[src/rtl/instr_fetch_ctrl.sv]
// Instruction fetch controller.
// Fetches an opcode byte and a data byte from byte-wide instruction memory into
// the opcode/data demux, then presents the instruction to decode with valid/ready.
// Owns the PC, the memory address, the demux select and the demux clear.
// Optional halt-on-opcode detect is enabled by defining INSTR_FETCH_CTRL_HALT_DETECT_EN.
module instr_fetch_ctrl #(
   parameter int unsigned       ADDR_W      = 8,
   parameter logic [ADDR_W-1:0] RESET_PC    = '0,
   parameter logic [7:0]        HALT_OPCODE = 8'hFF
) (
   input  logic              instr_fetch_ctrl_clk,
   input  logic              instr_fetch_ctrl_rst,
   input  logic              instr_fetch_ctrl_start,
   input  logic              instr_fetch_ctrl_halt_req,
   input  logic              instr_fetch_ctrl_ready,
   input  logic              instr_fetch_ctrl_branch_en,
   input  logic [ADDR_W-1:0] instr_fetch_ctrl_branch_target,
   input  logic [7:0]        instr_fetch_ctrl_opcode,
   output logic [ADDR_W-1:0] instr_fetch_ctrl_mem_addr,
   output logic              instr_fetch_ctrl_demux_select,
   output logic              instr_fetch_ctrl_demux_rst,
   output logic              instr_fetch_ctrl_valid,
   output logic [ADDR_W-1:0] instr_fetch_ctrl_pc,
   output logic              instr_fetch_ctrl_halted,
   output logic [15:0]       instr_fetch_ctrl_instr_count
);

   typedef enum logic [2:0] {
      StIdle,
      StFetchOp,
      StFetchData,
      StIssue,
      StHalted
   } state_e;

   state_e            state_q, state_d;
   logic [ADDR_W-1:0] pc_q, pc_d;
   logic [15:0]       count_q, count_d;
   logic [ADDR_W-1:0] pc_plus1, pc_plus2;
   logic              handshake;
   logic              halt_now;

   assign pc_plus1  = pc_q + ADDR_W'(1);
   assign pc_plus2  = pc_q + ADDR_W'(2);
   assign handshake = (state_q == StIssue) && instr_fetch_ctrl_ready;

`ifdef INSTR_FETCH_CTRL_HALT_DETECT_EN
   // Opcode register is stable through ISSUE, so it can be compared at the handshake.
   assign halt_now = instr_fetch_ctrl_halt_req || (instr_fetch_ctrl_opcode == HALT_OPCODE);
   logic unused_tgt_lsb;
   assign unused_tgt_lsb = instr_fetch_ctrl_branch_target[0];
`else
   assign halt_now = instr_fetch_ctrl_halt_req;
   logic unused_inputs;
   assign unused_inputs = ^{instr_fetch_ctrl_opcode, instr_fetch_ctrl_branch_target[0],
                            HALT_OPCODE};
`endif

   // State, PC and instruction counter registers.
   always_ff @(posedge instr_fetch_ctrl_clk or negedge instr_fetch_ctrl_rst) begin
      if (!instr_fetch_ctrl_rst) begin
         state_q <= StIdle;
         pc_q    <= RESET_PC;
         count_q <= '0;
      end else begin
         state_q <= state_d;
         pc_q    <= pc_d;
         count_q <= count_d;
      end
   end

   // Next-state, PC update and counter update.
   always_comb begin
      state_d = state_q;
      pc_d    = pc_q;
      count_d = count_q;
      unique case (state_q)
         StIdle: begin
            if (instr_fetch_ctrl_start) state_d = StFetchOp;
         end
         StFetchOp:   state_d = StFetchData;
         StFetchData: state_d = StIssue;
         StIssue: begin
            if (handshake) begin
               count_d = count_q + 16'd1;
               pc_d    = instr_fetch_ctrl_branch_en ?
                         {instr_fetch_ctrl_branch_target[ADDR_W-1:1], 1'b0} : pc_plus2;
               state_d = halt_now ? StHalted : StFetchOp;
            end
         end
         StHalted: begin
            if (instr_fetch_ctrl_start) state_d = StFetchOp;
         end
         default: state_d = StIdle;
      endcase
   end

   // Moore outputs; select is high only in FETCH_OP so the opcode register holds otherwise.
   always_comb begin
      instr_fetch_ctrl_mem_addr     = pc_q;
      instr_fetch_ctrl_demux_select = 1'b0;
      instr_fetch_ctrl_demux_rst    = 1'b0;
      instr_fetch_ctrl_valid        = 1'b0;
      instr_fetch_ctrl_halted       = 1'b0;
      unique case (state_q)
         StIdle:      instr_fetch_ctrl_demux_rst = 1'b1;
         StFetchOp:   instr_fetch_ctrl_demux_select = 1'b1;
         StFetchData: instr_fetch_ctrl_mem_addr = pc_plus1;
         StIssue: begin
            instr_fetch_ctrl_mem_addr = pc_plus1;
            instr_fetch_ctrl_valid    = 1'b1;
         end
         StHalted:    instr_fetch_ctrl_halted = 1'b1;
         default:     instr_fetch_ctrl_demux_rst = 1'b1;
      endcase
   end

   assign instr_fetch_ctrl_pc          = pc_q;
   assign instr_fetch_ctrl_instr_count = count_q;

endmodule

[config.mk]
export PLATFORM = sky130hd
export DESIGN_NAME = instr_fetch_ctrl
export DESIGN_NICKNAME = d
export VERILOG_FILES = /design/src/rtl/instr_fetch_ctrl.sv
export SDC_FILE = /design/constraint.sdc
export NUM_CORES = 1
export LEC_CHECK = 0
export CORE_UTILIZATION = 37
export CTS_CLUSTER_DIAMETER = 100
export CTS_CLUSTER_SIZE = 12
export DETAILED_ROUTE_END_ITERATION = 16
export GPL_TIMING_DRIVEN = 0
export PLACE_DENSITY = 0.75
export SYNTH_ARGS = -nofsm -noshare
export SYNTH_HDL_FRONTEND = slang
export SYNTH_SLANG_ARGS = --single-unit
[constraint.sdc]
create_clock -name instr_fetch_ctrl_clk -period 1.3 [get_ports instr_fetch_ctrl_clk]
set_input_delay 0.26 -clock instr_fetch_ctrl_clk [delete_from_list [all_inputs] [get_ports instr_fetch_ctrl_clk]]
set_output_delay 0.26 -clock instr_fetch_ctrl_clk [all_outputs]
set_load 0.02 [all_outputs]
==> results of run 1 <==
## flip-flops by register name, summed over array words and instances, names as in the netlist
register	count
instr_fetch_ctrl_pc	7
state_q	3
instr_fetch_ctrl_instr_count	16
## metal layers
layer  vias to the layer above  global-route usage [%]  routed length, um
met1                       676                    23.3               1570
li1                        647                       -                  -
met2                        30                    35.0               2050
met3                         6                    2.28                111
met4                         0                    9.21                 64
met5                         -                       0                  0
## final cells by class
class	count	area, sq um
Multi-Input combinational cell	96	722
Tap cell	46	57.6
Clock buffer	4	36.3
Sequential cell	26	667
Fill cell	276	1120
Buffer	11	85.1
Inverter	2	7.51
Timing Repair Buffer	86	689
## timing repair
action	4_1_cts	5_1_grt
setup endpoints to repair	67	51
pin swaps	5	8
buffers inserted	28	9
gates resized for setup	167	26
gates cloned	1	1
## power breakdown
part           total (W)  internal [W]  switching [W]  leakage [nW]
clock           0.000416      0.000172       0.000245        0.0210
combinational    0.00262       0.00134        0.00128         0.791
sequential       0.00134       0.00105       0.000292         0.324
total            0.00438       0.00256        0.00182          1.14
## cells by family after synthesis
group	Yosys count	synth area share, %
other cells	1	0.282
xor+xnor	16	10.6
buf+inv	13	4.90
compound gates	20	8.39
simple gates	55	23.5
mux	2	1.51
fa+ha+maj	2	1.88
flops	26	49.0
## through the flow
| stage | worst slack [ns] | instance area [sq um] |
|---|---|---|
| floorplan | -0.0189 | 1370 |
| global placement | -0.482 | 1900 |
| detailed placement | -0.516 | 1900 |
| CTS | -0.256 | 2180 |
| global route | -0.321 | 2260 |
| finish | -0.267 | 2260 |
## critical path, cell delays in order (launching register included)
cell	delay (ns)
dfrtp_2	0.46
buf_6	0.14
nand4b_4	0.22
buf_4	0.20
or3_1	0.30
o21ai_0	0.07
a21oi_1	0.07
## worst max-delay path by stage
| stage | endpoint | slack (ns) | cells after the start |
|---|---|---|---|
| 2_1_floorplan | instr_fetch_ctrl_pc[7] | -0.02 | 5 |
| 4_1_cts | instr_fetch_ctrl_demux_rst | -0.26 | 3 |
| 3_3_place_gp | instr_fetch_ctrl_demux_rst | -0.48 | 3 |
| 6_report | instr_fetch_ctrl_pc[7] | -0.27 | 6 |
| 5_1_grt | instr_fetch_ctrl_valid | -0.32 | 3 |
| 3_5_place_dp | instr_fetch_ctrl_halted | -0.52 | 4 |
## layout by cell type (no fill, tap or decap), types with 4 or more instances in the layout
cell	instances
clkbuf_1	5
clkdlybuf4s15_2	4
nor2_1	4
and3_1	5
buf_2	17
buf_4	35
dfrtp_1	13
nand3_1	7
clkdlybuf4s50_1	11
clkbuf_2	4
a21oi_1	5
xnor2_1	10
nand2_1	14
o21ai_1	8
clkbuf_4	4
buf_6	18
nand4_1	4
dfrtp_2	13
==> flow_metrics.py, run 1 <==
metrics = {
    "run_status": {
        "status": "finished, violations left",
        "violations": "negative setup slack",
    },
    "floorplanning": {
        "die_area_sq_um": 3830,
        "start_util_pct": 39.2,
        "rows": 21,
        "die_h_um": 61.9,
        "pin_count": 58,
        "core-area_sq_um": 3390,
        "die_w_um": 61.9,
    },
    "timing": {
        "fin_crit_ns": 1.57,
        "fin_tns_setup_ns": -4.85,
        "skew_ns": 0.0113,
        "hold_ws_ns": 0.247,
        "finalSetupViolCount": 30,
        "finalMaxSlewViolations": 0,
        "hold_viol": 0,
        "fmax_ghz": 0.638,
        "slew_headroom_pct": 25.2,
        "worst_pin_slew_ns": 1.12,
        "setup_ws_ns": -0.267,
        "min_period_over_period_pct": 121,
        "rsz0062_at_grt": "yes",
    },
    "clock_tree": {
        "cts_hold_buf": 0,
        "root_buffer": "clkbuf_4",
        "clk_pin_slew_ns": 0.15,
        "numCtsBuffers": 3,
        "htreeDepth": 1,
        "clockBufferDepth": 2,
        "worstSkewPairLatency_ns": 0.33,
        "cts_tree": "built",
        "clock-sinks": 26,
    },
    "layout": {
        "finalNonFillerCells": 271,
        "nets": 250,
        "antennaDiodeCount": 0,
        "finish.utilization_pct": 66.8,
        "drive_above_1_share_pct": 52.0,
        "area_growth_pct": 70.6,
    },
    "setup_path": {
        "arrival_ns": 1.79,
        "critPathLaunch": "state_q[2]",
        "required_ns": 1.52,
        "worstRegToRegCells": 6,
        "crit_type": "reg -> reg",
        "reg2reg_slack_ns": -0.27,
        "cp_max_fo": 5,
        "r2r_start": "state_q[2]",
        "startpoint_type": "register",
        "r2r-end": "instr_fetch_ctrl_pc[7]",
        "worst_setup_path_end_kind": "register",
    },
    "hold_path": {
        "hp-class": "in -> async",
    },
    "yosys": {
        "synth_top_area_share_pct": 49.0,
        "synth_area_sq_um": 1330,
        "yosysWarnings": 0,
        "synthTopCellsByArea": "dfrtp_1 (49%), xnor2_1 (7.9%), nand2_1 (4.5%), nand3_1 (3.8%), o21ai_0 (3.8%)",
        "ys_top_cells_by_count": "dfrtp_1 (26), nand2_1 (16), xnor2_1 (12), nand3_1 (10), o21ai_0 (10)",
        "ys_types": 32,
        "synthArstFlopShare_pct": 100,
        "syn_nets": 159,
        "post-synth-top-count-cell": "dfrtp_1",
        "postSynthAreaPerCell_sq_um": 9.83,
        "synth_top_area_cell": "dfrtp_1",
        "synth_edf_count": 0,
        "ys_ff_latch": 26,
        "synth_flop_cell": "dfrtp_1",
        "yosysSeqAreaShare_pct": 49.0,
        "netlist_instances": 135,
    },
    "drt": {
        "drc": 0,
        "vias_per_cell": 5.01,
        "first_iter_violations": 43,
        "finalWirelength_um": 3800,
        "ant_nets": 0,
        "wl_per_cell_um": 14.0,
        "dr_total_vias": 1359,
        "firstDrtPassIters": 4,
    },
    "global_route": {
        "overflow": 0,
        "grt_pass1_vias": 1257,
        "antenna_found_initial": 0,
        "grt_start_max_net_pins": 27,
        "grtUsageTotal_pct": 19.5,
        "grt_pass1_wl_um": 5440,
    },
    "placed_design": {
        "dpl.cell_count": 228,
        "dp_hpwl_um": 2300,
        "gp_congestion": 0.753,
        "port_buffers": 47,
    },
    "pwr": {
        "power_density_nw_per_um2": 1930,
        "p_leak_nw": 1.14,
        "power_w": 0.00438,
        "ir_drop_mv": 0.995,
    },
    "run": {
        "cap_violations": 0,
    },
}
(Power assumes the default switching activity.)
==> run 2: changes to the inputs <==
- ABC_AREA: not set -> 1
- CORE_UTILIZATION: 37 -> 40
- PLACE_DENSITY: 0.75 -> 0.76
==> flow_metrics.py, run 2 <==
metrics = {
    "clock_tree": {
        "clk_pin_slew_ns": 0.09,
        "cts_tree": "built",
        "cts_hold_buf": 0,
        "clockBufferDepth": 2,
        "worstSkewPairLatency_ns": 0.28,
        "htreeDepth": 1,
        "numCtsBuffers": 3,
        "root_buffer": "clkbuf_8",
        "clock-sinks": 26,
    },
    "drt": {
        "drc": 0,
        "ant_nets": 0,
        "vias_per_cell": 4.94,
        "finalWirelength_um": 4380,
        "dr_total_vias": 1709,
        "first_iter_violations": 85,
        "wl_per_cell_um": 12.7,
        "firstDrtPassIters": 4,
    },
    "floorplanning": {
        "pin_count": 58,
        "die_h_um": 65.5,
        "die_area_sq_um": 4290,
        "die_w_um": 65.5,
        "rows": 22,
        "core-area_sq_um": 3770,
        "start_util_pct": 42.8,
    },
    "setup_path": {
        "slowest_delay_ns": 0.43,
        "crit_chain": "buf_4, inv_1, nand2_1, o211ai_1, inv_1, buf_6",
        "arrival_ns": 1.30,
        "cp_top_family": "flip-flops",
        "crit_type": "reg -> out",
        "slowest_stage": "dfrtp_1",
        "worst_setup_path_end_kind": "output pin",
        "startpoint_type": "register",
        "cp_max_fo": 4,
        "required_ns": 1.04,
        "r2r_start": "state_q[1]",
        "crit_top_cell": "inv_1",
        "critPathLaunch": "state_q[0]",
        "worst-path-buf-inv": 4,
    },
    "yosys": {
        "netlist_instances": 219,
        "synth_top_area_share_pct": 40.3,
        "postSynthAreaPerCell_sq_um": 7.36,
        "ys_top_cells_by_count": "nand2_1 (62), nor2_1 (28), dfrtp_1 (26), inv_1 (25)",
        "post-synth-top-count-cell": "nand2_1",
        "ys_types": 29,
        "synthArstFlopShare_pct": 100,
        "synth_top_area_cell": "dfrtp_1",
        "yosysSeqAreaShare_pct": 40.3,
        "yosysWarnings": 0,
        "syn_nets": 243,
        "synth_edf_count": 0,
        "synthTopCellsByArea": "dfrtp_1 (40%), nand2_1 (14%), nor2_1 (6.5%), inv_1 (5.8%), xor2_1 (3.3%)",
        "synth_area_sq_um": 1610,
        "synth_flop_cell": "dfrtp_1",
        "ys_ff_latch": 26,
    },
    "global_route": {
        "antenna_found_initial": 0,
        "grt_start_max_net_pins": 27,
        "grt_pass1_vias": 1431,
        "grt_pass1_wl_um": 6460,
        "overflow": 0,
        "grtUsageTotal_pct": 19.4,
    },
    "layout": {
        "mostFrequentLayoutCells": "nand2_1 (57), inv_1 (23), nor2_1 (20), buf_4 (20)",
        "fill_cells": 306,
        "finalNonFillerCells": 346,
        "nets": 323,
        "antennaDiodeCount": 0,
        "layout_commonest_cell": "nand2_1",
        "finish.utilization_pct": 68.0,
        "drive_above_1_share_pct": 40.6,
        "largest_reg_flops": 16,
        "area_growth_pct": 59.0,
    },
    "pwr": {
        "power_density_nw_per_um2": 1960,
        "power_w": 0.00502,
        "ir_drop_mv": 1.22,
        "p_leak_nw": 1.23,
    },
    "placed_design": {
        "dpl.cell_count": 313,
        "gp_congestion": 0.822,
        "port_buffers": 46,
        "dp_hpwl_um": 2590,
    },
    "timing": {
        "finalMaxSlewViolations": 0,
        "setup_ws_ns": -0.258,
        "skew_ns": 0.00151,
        "rsz0062_at_grt": "yes",
        "fmax_ghz": 0.642,
        "slew_headroom_pct": 56.8,
        "hold_ws_ns": -0.0105,
        "worst_pin_slew_ns": 0.648,
        "fin_crit_ns": 1.56,
        "finalSetupViolCount": 25,
        "hold_viol": 26,
        "min_period_over_period_pct": 120,
    },
    "run_status": {
        "violations": "negative hold slack, negative setup slack",
        "status": "finished, violations left",
    },
    "hold_path": {
        "hp-class": "in -> async",
    },
    "run": {
        "cap_violations": 0,
    },
}
## run 2: cell types whose count changed in the layout (fill, tap and decap cells not counted), moves of 6 or more
cell      before  now
inv_1          2   23
xnor2_1       10    2
clkbuf_2       4   14
nand2_1       14   57
nor2_2         0    6
nor2_4         2    9
buf_2         17    7
buf_4         35   20
nor2_1         4   20
## run 2: cell families after synthesis
kind of cell	count (synthesis)	synth area share, %
flip-flops	26	40.3
AO/OA/AOI/OAI	22	8.46
AND/OR/NAND/NOR	120	33.6
XOR/XNOR	8	4.34
buffers and inverters	40	11.5
other	1	0.233
adder cells (fa/ha/maj)	2	1.55
## run 2: repair_timing
action                                  4_1_cts  5_1_grt
resized for setup                           118       74
gates cloned                                  0        2
buffers inserted                             19       10
endpoints found under the setup margin       65       57
pin swaps                                     5       15
## run 2: worst paths after layout
check | to | slack (ns) | cells after the start
setup / recovery | instr_fetch_ctrl_demux_rst | -0.26 | 6
hold / removal | instr_fetch_ctrl_pc[7] | -0.01 | 1
setup reg to reg | instr_fetch_ctrl_pc[5] | -0.14 | 9
hold reg to reg | instr_fetch_ctrl_instr_count[15] | 0.53 | 2
max in group asynchronous | instr_fetch_ctrl_instr_count[2] | 0.85 | 1
min in group instr_fetch_ctrl_clk | instr_fetch_ctrl_pc[3] | 0.35 | 3
## run 2: final cells by class
cell class / instances / area [sq um] / area share [%]
multi-input combinational: 153 / 915 / 35.7
timing repair buffer: 77 / 683 / 26.6
sequential: 26 / 661 / 25.8
inverter: 28 / 110 / 4.29
buffer: 10 / 81.3 / 3.17
tap: 48 / 60.1 / 2.34
clock buffer: 4 / 55.1 / 2.15
## run 2: power by group
| part | internal (W) | switching [W] | total, W |
|---|---|---|---|
| combinational | 0.00150 | 0.00159 | 0.00310 |
| sequential | 0.00107 | 0.000316 | 0.00138 |
| clock | 0.000272 | 0.000265 | 0.000537 |
| total | 0.00284 | 0.00218 | 0.00502 |
## run 2: through the flow
step	hold slack (ns)	instance area (sq um)	worst slack, ns	setup TNS, ns
after floorplan	-0.0356	1630	-0.00203	-0.00203
after global placement	0.487	2150	-0.493	-16.75
after detailed placement	0.509	2150	-0.506	-17.43
after CTS	0.338	2390	-0.225	-0.897
after global routing	0.0379	2560	-0.336	-3.80
final	-0.0105	2560	-0.258	-2.09
## run 2: worst register-to-register path, stage by stage, from the launching register on
cell and delay [ns]:
dfrtp_1 0.42, buf_6 0.12, buf_6 0.10, nand4_4 0.12
buf_8 0.17, buf_12 0.13, a21oi_2 0.08, o21ai_1 0.07
o21ai_1 0.08, inv_1 0.05
## run 2: metal layers
metal / up-vias / part of all wire [%] / global-route usage (%)
met1: 818 / 43 / 27.2
met4: 0 / 2.1 / 7.34
met5: - / 0 / 0
met2: 45 / 52 / 31.1
met3: 9 / 3.4 / 1.56
li1: 837 / - / -
